===== config.mk =====
export PLATFORM = sky130hd
export DESIGN_NAME = bus_dest_bank
export DESIGN_NICKNAME = d
export VERILOG_FILES = /design/src/rtl/bus_dest_bank_pkg.sv /design/src/rtl/bus_src_encoder.sv /design/src/rtl/bus_dest_bank.sv
export SDC_FILE = /design/constraint.sdc
export NUM_CORES = 1
export LEC_CHECK = 0
export ABC_AREA = 1
export BUFFER_PORTS_ARGS = -buffer_cell sky130_fd_sc_hd__buf_2
export CAP_MARGIN = 5
export CORE_AREA = 2 2 317 319
export CTS_BUF_LIST = sky130_fd_sc_hd__clkbuf_4
export DETAILED_ROUTE_END_ITERATION = 8
export DIE_AREA = 0 0 319 321
export PLACE_DENSITY = 0.57
export SYNTH_ARGS = -nofsm -noshare
export SYNTH_HDL_FRONTEND = slang
export SYNTH_SLANG_ARGS = --single-unit

===== constraint.sdc =====
create_clock -name clock -period 36.7 [get_ports clock]
set_input_delay 3.67 -clock clock [delete_from_list [all_inputs] [get_ports clock]]
set_output_delay 3.67 -clock clock [all_outputs]
set_load 0.01 [all_outputs]

===== src/rtl/bus_dest_bank_pkg.sv =====
`default_nettype none
// +-----------------------------------------------------------------------+
// | bus_dest_bank_pkg : shared bus source codes and widths                |
// | Rev 1.0                                                               |
// +-----------------------------------------------------------------------+
package bus_dest_bank_pkg;

  localparam int DATA_W_DEF = 32;
  localparam int NUM_SRC    = 24;

  // Bus mux source codes; the bit index of out_strb equals the code.
  localparam logic [4:0] SRC_R0     = 5'd0;
  localparam logic [4:0] SRC_R15    = 5'd15;
  localparam logic [4:0] SRC_HI     = 5'd16;
  localparam logic [4:0] SRC_LO     = 5'd17;
  localparam logic [4:0] SRC_ZHIGH  = 5'd18;
  localparam logic [4:0] SRC_ZLOW   = 5'd19;
  localparam logic [4:0] SRC_PC     = 5'd20;
  localparam logic [4:0] SRC_MDR    = 5'd21;
  localparam logic [4:0] SRC_INPORT = 5'd22;
  localparam logic [4:0] SRC_CSIGN  = 5'd23;
  localparam logic [4:0] SRC_NONE   = 5'd31;

endpackage : bus_dest_bank_pkg
`default_nettype wire


===== src/rtl/bus_src_encoder.sv =====
`default_nettype none
// +-----------------------------------------------------------------------+
// | bus_src_encoder : one-hot source strobes to 5-bit bus mux select      |
// | Rev 1.0                                                               |
// +-----------------------------------------------------------------------+
module bus_src_encoder
  import bus_dest_bank_pkg::*;
(
  input  logic [NUM_SRC-1:0] out_strb,
  output logic [4:0]         bus_sel,
  output logic               conflict
);

  logic [4:0] w_count;
  logic [4:0] w_idx;

  always_comb begin
    w_count = 5'd0;
    w_idx   = SRC_NONE;
    for (int k = 0; k < NUM_SRC; k++) begin
      if (out_strb[k]) begin
        w_count = w_count + 5'd1;
        w_idx   = 5'(k);
      end
    end
  end

  // Idle and multi-driver cycles both park the mux on its zero input.
  assign conflict = (w_count > 5'd1);
  assign bus_sel  = (w_count == 5'd1) ? w_idx : SRC_NONE;

endmodule : bus_src_encoder
`default_nettype wire


===== src/rtl/bus_dest_bank.sv =====
`default_nettype none
// +-----------------------------------------------------------------------+
// | bus_dest_bank : bus-loaded GPR/HI/LO/Z registers, source encoder,     |
// |                 conflict flag and saturating load counter             |
// | Rev 1.0                                                               |
// +-----------------------------------------------------------------------+
module bus_dest_bank
  import bus_dest_bank_pkg::*;
#(
  parameter int DATA_W  = DATA_W_DEF,
  parameter int NUM_GPR = 16,
  parameter int CNT_W   = 16
) (
  input  logic                      clock,
  input  logic                      clear,
  input  logic [DATA_W-1:0]         bus_in,
  input  logic [NUM_GPR-1:0]        gpr_in,
  input  logic                      hi_in,
  input  logic                      lo_in,
  input  logic                      z_in,
  input  logic [2*DATA_W-1:0]       alu_c,
  input  logic                      ba_out,
  input  logic [NUM_SRC-1:0]        out_strb,
  input  logic                      err_clr,
  output logic [NUM_GPR*DATA_W-1:0] gpr_q,
  output logic [DATA_W-1:0]         hi_q,
  output logic [DATA_W-1:0]         lo_q,
  output logic [DATA_W-1:0]         z_hi_q,
  output logic [DATA_W-1:0]         z_lo_q,
  output logic [4:0]                bus_sel,
  output logic                      conflict,
  output logic                      conflict_sticky,
  output logic [CNT_W-1:0]          load_cnt
);

  logic [DATA_W-1:0]   r_gpr [NUM_GPR];
  logic [DATA_W-1:0]   r_hi;
  logic [DATA_W-1:0]   r_lo;
  logic [2*DATA_W-1:0] r_z;
  logic                r_sticky;
  logic [CNT_W-1:0]    r_loadCnt;
  logic                w_anyLoad;

  generate
    for (genvar i = 0; i < NUM_GPR; i++) begin : g_gpr
      always_ff @(posedge clock) begin
        if (!clear)
          r_gpr[i] <= '0;
        else if (gpr_in[i])
          r_gpr[i] <= bus_in;
      end

      // ba_out masks only the bus view of R0, never its storage.
      if (i == 0) begin : g_r0
        assign gpr_q[i*DATA_W +: DATA_W] = ba_out ? '0 : r_gpr[i];
      end else begin : g_rn
        assign gpr_q[i*DATA_W +: DATA_W] = r_gpr[i];
      end
    end
  endgenerate

  always_ff @(posedge clock) begin
    if (!clear) begin
      r_hi <= '0;
      r_lo <= '0;
      r_z  <= '0;
    end else begin
      if (hi_in) r_hi <= bus_in;
      if (lo_in) r_lo <= bus_in;
      if (z_in)  r_z  <= alu_c;
    end
  end

  bus_src_encoder u_enc (
    .out_strb (out_strb),
    .bus_sel  (bus_sel),
    .conflict (conflict)
  );

  // A fresh conflict takes priority over err_clr.
  always_ff @(posedge clock) begin
    if (!clear)
      r_sticky <= 1'b0;
    else if (conflict)
      r_sticky <= 1'b1;
    else if (err_clr)
      r_sticky <= 1'b0;
  end

  assign w_anyLoad = (|gpr_in) | hi_in | lo_in | z_in;

  always_ff @(posedge clock) begin
    if (!clear)
      r_loadCnt <= '0;
    else if (w_anyLoad && (r_loadCnt != {CNT_W{1'b1}}))
      r_loadCnt <= r_loadCnt + 1'b1;
  end

  assign hi_q            = r_hi;
  assign lo_q            = r_lo;
  assign z_hi_q          = r_z[2*DATA_W-1:DATA_W];
  assign z_lo_q          = r_z[DATA_W-1:0];
  assign conflict_sticky = r_sticky;
  assign load_cnt        = r_loadCnt;

endmodule : bus_dest_bank
`default_nettype wire


==> metrics.log, run 1 <==
[metrics] result of the run: complete, no violations
[metrics] Post-Place Cell Area: roughly 0.032 mm2
[metrics] area growth from synthesis to final layout: 21.5%
[metrics] pre-CTS WS: between 15 and 20 ns
[metrics] XOR/XNOR Fraction of Synth Area: 0
[metrics] total routing resource utilization after global routing: 0.183
[metrics] worst relative slew slack: 0.249
[metrics] overflow left after global routing: 0
[metrics] Total Nets Final: ~3500
[metrics] standard cell with the maximum stage delay on the critical path: ha_1
[metrics] critical path class: input port to output pin
[metrics] count of port buffers added during placement: 805
[metrics] final worst setup slack: approximately 18 ns
[metrics] most instantiated flip-flop cell in the synthesis netlist: edfxtp_1
[metrics] TritonCTS buffer count: about 170
[metrics] delay of the slowest critical-path stage: ~0.34 ns
[metrics] synthesized-area fraction occupied by ao, oa, aoi and oai cells: 0.0471
[metrics] Max Freq: 53.6 MHz
[metrics] Period Utilization, post-route: 0.509
[metrics] average size of a mapped cell: between 10 and 15 um2
[metrics] average wire per standard cell: 20.3 um
[metrics] count of endpoints failing setup in the final report: 0
[metrics] mux cell area share after synthesis: 0
[metrics] WP data arrival: ~15 ns
[metrics] clock tree root buffer cell: clkbuf_4
[metrics] internal power consumption: around 1.3 mW
[metrics] switching part of the total power: 0.301
[metrics] cell area after synthesis: approximately 0.028 mm2
[metrics] post-cts hold buffer count: 0
[metrics] setup repair after global routing missed its margin: false
[metrics] number of hold violations in the final report: 0
[metrics] count of max-cap constraint violations: 0
[metrics] Mapped Cells: between 2000 and 3000
[metrics] largest net degree at the start of global routing: between 80 and 90
[metrics] startpoint kind of the worst setup timing path: input port
[metrics] ratio of cells with drive above 1 in the final layout: 0.371
[metrics] Chip Width: 319 um
[metrics] Setup TNS Final: 0 ns
[metrics] vias in the first global route: roughly 20000
[metrics] num ports: 806
[metrics] total of warnings raised by yosys: 0
[metrics] number of H-tree levels: 4
[metrics] EDFF count, synth: slightly above 500
[metrics] Vert. Die Dim: about 320 um
[metrics] first-pass iteration count of the detailed router: 5
[metrics] effective utilization at floorplan: 0.282
[metrics] antenna viol nets, final: 0
[metrics] worst IR drop on VDD: roughly 0.000028 V
[metrics] area enclosed by the die boundary: 0.102 mm2
[metrics] number of vias per cell after detailed routing: roughly 4.4
[metrics] HPWL after detailed placement: between 60000 and 70000 um
[metrics] transition at the pin with the smallest max-transition slack: 1.13 ns
[metrics] Resized cells post-CTS: 0
[metrics] Net Sw Power: ~0.57 mW
[metrics] Final Slew Violations: 0
[metrics] Iteration-0 DRC Markers: 1608
[metrics] number of antenna violations at the first check in global routing: 14
[metrics] most prevalent standard cell on the critical path: nand2_1
[metrics] clock skew after layout: around 0.043 ns
[metrics] total number of vias: 21172
[metrics] simple-gate area share of the yosys netlist: 0.183
[metrics] ranking of synthesized cells by area: edfxtp_1, dfxtp_1, nor2_1, buf_4, nand2_1
[metrics] Core ar.: 0.0993 mm2
[metrics] drt total wl: approximately 97000 um
[metrics] number of nets in the synthesized netlist: ~2800
[metrics] combinational family with the most area after synthesis: simple AND/OR/NAND/NOR gates
[metrics] sequential fraction of the synthesis area: 0.652
[metrics] post-detailed-route DRC marker count: 0
[metrics] worst hold-check path type: flop to flop
[metrics] clock group share of total power: 0.354
[metrics] fraction of the mapped netlist area in adder cells: 0.0112
[metrics] number of clock sinks seen by CTS: around 660
[metrics] Setup Buffers After CTS: 0
[metrics] portion of total power attributed to sequential cells: 0.468
[metrics] clock-pin slew on the worst setup and hold paths: ~0.060 ns
[metrics] Period minus WS final: 18.67 ns
[metrics] number of buffers between clock root and the deepest sink: 3
[metrics] leak pwr: 16.2 nW
[metrics] area fraction of the dominant cell type after synthesis: 0.548
[metrics] largest fanout of any net on the critical path: 7
[metrics] cell area after layout: 0.0341 mm2
[metrics] WP data required: 33.03 ns
[metrics] CTS tree: done
[metrics] Row Count: between 100 and 150
[metrics] worst skew pair latency: roughly 1.0 ns
[metrics] Combinational Power Share: 0.178
[metrics] type of element capturing the critical path: output pin
[metrics] Routability Congestion: about 0.85
[metrics] post-synthesis register bit count: about 660
[metrics] post-synthesis cell type count: 39
[metrics] first-pass GRT wire length: between 100000 and 150000 um
[metrics] Power per Cell Area: roughly 55 mW/mm2
[metrics] proportion of synthesized flip-flops having asynchronous set or reset: 0
[metrics] largest area contributor in the synthesized netlist: edfxtp_1
critical path: cells and delay by family:
kind | cells | cell delay, ns
AOI/OAI and AO/OA | 3 | 0.49
adders and majority gates | 22 | 5.97
buffers and inverters | 8 | 0.64
and+or+nand+nor | 44 | 4.26
power by group through the flow:
stage | Combinational (mW) | Sequential [mW] | Clock (mW)
detailed placement | 0.338 | 0.895 | 0
global route | 0.370 | 0.885 | 0.720
floorplan | 0.214 | 0.911 | 0
global placement | 0.335 | 0.894 | 0
finish | 0.334 | 0.880 | 0.666
CTS | 0.339 | 0.880 | 0.686
registers in the layout, summed over array words and instances (netlist names):
signal	flops
conflict_sticky	1
r_gpr	512
r_z	64
hi_q	32
lo_q	32
load_cnt	16
layout make-up:
cell class / count / area [um2]
well taps: 1298 / 1620
inverters: 215 / 807
multi-input cells: 1449 / 6790
flip-flops and latches: 657 / 18300
diodes: 4 / 10.0
fillers: 10225 / 65200
clock buffers: 261 / 1960
repair buffers: 834 / 4250
clock inverters: 50 / 350
cells by family after synthesis:
kind of cell / Yosys count
buf+inv: 570
simple gates: 1171
compound gates: 253
fa+ha+maj: 25
flops: 657
metrics by stage:
stage	util	std cells	total power [mW]	hold slack, ns
detailed placement	0.320	4453	1.23	0.478
global placement	0.320	4453	1.23	0.471
CTS	0.343	4764	1.91	0.495
floorplan	-	2676	1.12	0.498
global route	0.343	4765	1.97	0.515
finish	0.343	4768	1.88	0.490
cell usage after synthesis, types with 6 or more instances:
| cell type | number |
|---|---|
| nand4_1 | 10 |
| dfxtp_1 | 145 |
| ha_1 | 25 |
| a21oi_1 | 87 |
| clkbuf_1 | 126 |
| nand2_2 | 92 |
| inv_2 | 6 |
| nand3_1 | 58 |
| nor3_1 | 9 |
| buf_4 | 224 |
| nor2_1 | 717 |
| nand2_1 | 206 |
| a21boi_0 | 7 |
| o21ai_0 | 146 |
| nand2_4 | 6 |
| nand3_2 | 30 |
| clkinv_1 | 32 |
| inv_1 | 177 |
| nand3b_1 | 8 |
| or2_2 | 18 |
| nor4_1 | 6 |
| edfxtp_1 | 512 |
path summary, 6_finish.rpt:
check	to	slack, ns	cells past startpoint	startpoint
worst max-delay path	bus_sel[3]	18.03	77	out_strb[0]
worst min-delay path	r_z[3]	0.49	2	r_z[3]
worst max register to register	load_cnt[15]	33.98	16	load_cnt[0]
worst min register to register	r_z[3]	0.49	2	r_z[3]
per-layer routing:
layer,share of wire,GRT usage,vias to the layer above
met5,0.00066,0,-
met4,0.026,0.0677,12
met3,0.078,0.0528,150
met2,0.50,0.318,937
met1,0.40,0.215,10122
li1,-,-,9951
cell usage in the layout, fill, tap and decap left out, types with 2 or more instances in the layout:
cell	instances
nand3_1	58
o21ai_0	146
a21oi_1	87
dfxtp_1	145
edfxtp_1	512
nand4_1	10
a21boi_0	7
inv_8	4
inv_2	8
bufinv_16	2
nand3_4	4
buf_2	804
diode_2	4
nand3_2	30
nor3_1	9
inv_6	2
clkinv_1	60
buf_4	30
nand2_4	6
o21a_1	3
clkinv_8	4
inv_1	176
nand2_1	199
o21bai_1	2
clkbuf_4	261
a311oi_1	2
ha_1	25
clkinv_2	6
o31ai_1	2
nor2_1	717
nor4_1	6
nand2_2	99
or2_2	18
clkinvlp_4	2
nand3b_1	8
nor2_2	3
Note: power is estimated with default switching activity, not from simulation.
==> inputs of run 2 (changes only) <==
--- a/config.mk
+++ b/config.mk
@@ -8,11 +8,11 @@
 export ABC_AREA = 1
 export BUFFER_PORTS_ARGS = -buffer_cell sky130_fd_sc_hd__buf_2
 export CAP_MARGIN = 5
-export CORE_AREA = 2 2 317 319
+export CORE_AREA = 2 2 310 312
 export CTS_BUF_LIST = sky130_fd_sc_hd__clkbuf_4
 export DETAILED_ROUTE_END_ITERATION = 8
-export DIE_AREA = 0 0 319 321
-export PLACE_DENSITY = 0.57
+export DIE_AREA = 0 0 312 314
+export PLACE_DENSITY = 0.59
 export SYNTH_ARGS = -nofsm -noshare
 export SYNTH_HDL_FRONTEND = slang
 export SYNTH_SLANG_ARGS = --single-unit
==> constraint.sdc (replaced) <==
create_clock -name clock -period 18.3 [get_ports clock]
set_input_delay 1.83 -clock clock [delete_from_list [all_inputs] [get_ports clock]]
set_output_delay 1.83 -clock clock [all_outputs]
set_load 0.01 [all_outputs]
==> run 2 against run 1 <==
- count of clock-buffer cells in the layout grew 4
- global-route usage increased by 0.31 points
- die area down 4.3%
- critical endpoint is now bus_sel[1]
- largest cell class unchanged
- largest power group unchanged
- highest routed layer unchanged
==> metrics.log, run 2 (synthesis gave the netlist of run 1 again) <==
[metrics] WP data required: about 16 ns
[metrics] Routability Congestion: 0.805
[metrics] post-detailed-route DRC marker count: 0
[metrics] total number of vias: around 21000
[metrics] startpoint kind of the worst setup timing path: input port
[metrics] clock skew after layout: about 0.012 ns
[metrics] depth of the most critical reg-to-reg path: 16
[metrics] drt total wl: 94700 um
[metrics] Setup Buffers After CTS: 0
[metrics] number of hold violations in the final report: 0
[metrics] post-cts hold buffer count: 0
[metrics] register containing the most flip-flops in the final layout: r_gpr
[metrics] number of buffers between clock root and the deepest sink: 3
[metrics] number of antenna violations at the first check in global routing: 21
[metrics] CTS tree: done
[metrics] count of port buffers added during placement: 805
[metrics] clock-pin slew on the worst setup and hold paths: 0.07 ns
[metrics] number of vias per cell after detailed routing: 4.47
[metrics] leak pwr: 16.2 nW
[metrics] Setup TNS Final: 0 ns
[metrics] largest net degree at the start of global routing: a little under 90
[metrics] Max Freq: around 67 MHz
[metrics] Fill cells: between 9000 and 10000
[metrics] largest fanout of any net on the critical path: 7
[metrics] number of H-tree levels: 4
[metrics] type of element capturing the critical path: output pin
[metrics] number of clock sinks seen by CTS: 657
[metrics] most prevalent standard cell on the critical path: nand2_1
[metrics] pre-CTS WS: between 3 and 4 ns
[metrics] Worst Hold Path Cells: 2
[metrics] Power Total: 3.78 mW
[metrics] Worst R2R End: load_cnt[15]
[metrics] antenna viol nets, final: 0
[metrics] largest registers: r_gpr (512), r_z (64)
[metrics] vias in the first global route: roughly 20000
[metrics] result of the run: complete, no violations
[metrics] RR Startpoint: load_cnt[0]
[metrics] worst hold-check path type: flop to flop
[metrics] terminating pin of the worst hold path: r_z[3]
[metrics] critical path class: input port to output pin
[metrics] Power per Cell Area: 111 mW/mm2
[metrics] setup repair after global routing missed its margin: false
[metrics] worst hold margin: 0.492 ns
[metrics] standard cell with the maximum stage delay on the critical path: ha_1
[metrics] worst IR drop on VDD: about 0.000055 V
[metrics] Total Nets Final: around 3500
[metrics] TritonCTS buffer count: roughly 170
[metrics] worst relative slew slack: 0.194
[metrics] ratio of cells with drive above 1 in the final layout: 0.370
[metrics] dpl cells: ~4400
[metrics] max FFs per register: 512
[metrics] HPWL after detailed placement: 65800 um
[metrics] worst skew pair latency: 1.01 ns
[metrics] num ports: just over 800
[metrics] Resized cells post-CTS: 0
[metrics] overflow left after global routing: 0
[metrics] filler-free cell count of the finished design: ~4700
[metrics] min-delay src: r_z[3]
[metrics] Final Slew Violations: 0
[metrics] Period minus WS final: 14.96 ns
[metrics] count of endpoints failing setup in the final report: 0
[metrics] leading cell types in the layout, fill and taps excluded: buf_2, nor2_1, edfxtp_1
[metrics] Chip Width: 312 um
[metrics] Vert. Die Dim: about 310 um
[metrics] count of max-cap constraint violations: 0
[metrics] delay of the slowest critical-path stage: 0.34 ns
[metrics] Iteration-0 DRC Markers: between 1500 and 2000
[metrics] Period Utilization, post-route: 0.818
[metrics] effective utilization at floorplan: 0.297
[metrics] transition at the pin with the smallest max-transition slack: approximately 1.2 ns
[metrics] first-pass iteration count of the detailed router: 6
[metrics] total routing resource utilization after global routing: 0.186
[metrics] WP data arrival: 13.13 ns
[metrics] average wire per standard cell: around 20 um
[metrics] Final Core Density: 0.360
[metrics] area enclosed by the die boundary: between 0.09 and 0.1 mm2
[metrics] cell area after layout: between 0.03 and 0.04 mm2
[metrics] final worst setup slack: about 3.3 ns
[metrics] clock tree root buffer cell: clkbuf_4
[metrics] reg2reg setup slack: 15.56 ns
[metrics] area growth from synthesis to final layout: 21.4%
[metrics] leading cell type in the layout, fill and taps excluded: buf_2
[metrics] Row Count: about 110
[metrics] first-pass GRT wire length: around 130000 um
[metrics] Core ar.: 0.0944 mm2
[metrics] Post-Place Cell Area: ~0.032 mm2
run 2: changes by cell type in the layout (fill, tap and decap cells not counted), sizes merged:
cell and delta:
inv +2, diode +5, clkinvlp -1, clkbuf +4
clkinv +3, bufinv +1, buf -4
run 2: critical path, delay by kind of cell:
family / cells / cell delay, ns
AOI/OAI and AO/OA: 3 / 0.50
and+or+nand+nor: 44 / 4.16
adders and majority gates: 22 / 5.94
buffers and inverters: 8 / 0.66
run 2: final cells by class:
type | instances | area, um2 | share of cell area
flip-flops and latches | 657 | 18300 | 0.537
multi-input cells | 1449 | 6780 | 0.199
repair buffers | 830 | 4220 | 0.124
clock buffers | 265 | 1990 | 0.0585
well taps | 1265 | 1580 | 0.0465
inverters | 215 | 807 | 0.0237
clock inverters | 55 | 342 | 0.0100
diodes | 9 | 22.5 | 0.000662
run 2: how the worst max path moves through the flow:
stage | startpoint | endpoint | slack [ns]
3_5_place_dp | out_strb[0] | bus_sel[1] | 3.33
3_3_place_gp | out_strb[0] | bus_sel[4] | 3.63
4_1_cts | out_strb[0] | bus_sel[1] | 3.29
2_1_floorplan | out_strb[0] | bus_sel[0] | 4.24
6_report | out_strb[0] | bus_sel[1] | 3.34
5_1_grt | out_strb[0] | bus_sel[1] | 2.42
run 2: metal layers:
metal	global-route usage	vias up	share of wire	wire length (um)
li1	-	9946	-	-
met2	0.316	1051	0.49	46100
met3	0.0632	203	0.095	9020
met4	0.0849	18	0.036	3390
met5	0	-	0.0012	114
met1	0.212	9978	0.38	36100
run 2: report_power, final:
part / total (mW) / switching, mW / internal [mW]
clock network: 1.35 / 0.644 / 0.709
logic: 0.665 / 0.449 / 0.216
registers: 1.76 / 0.0333 / 1.73
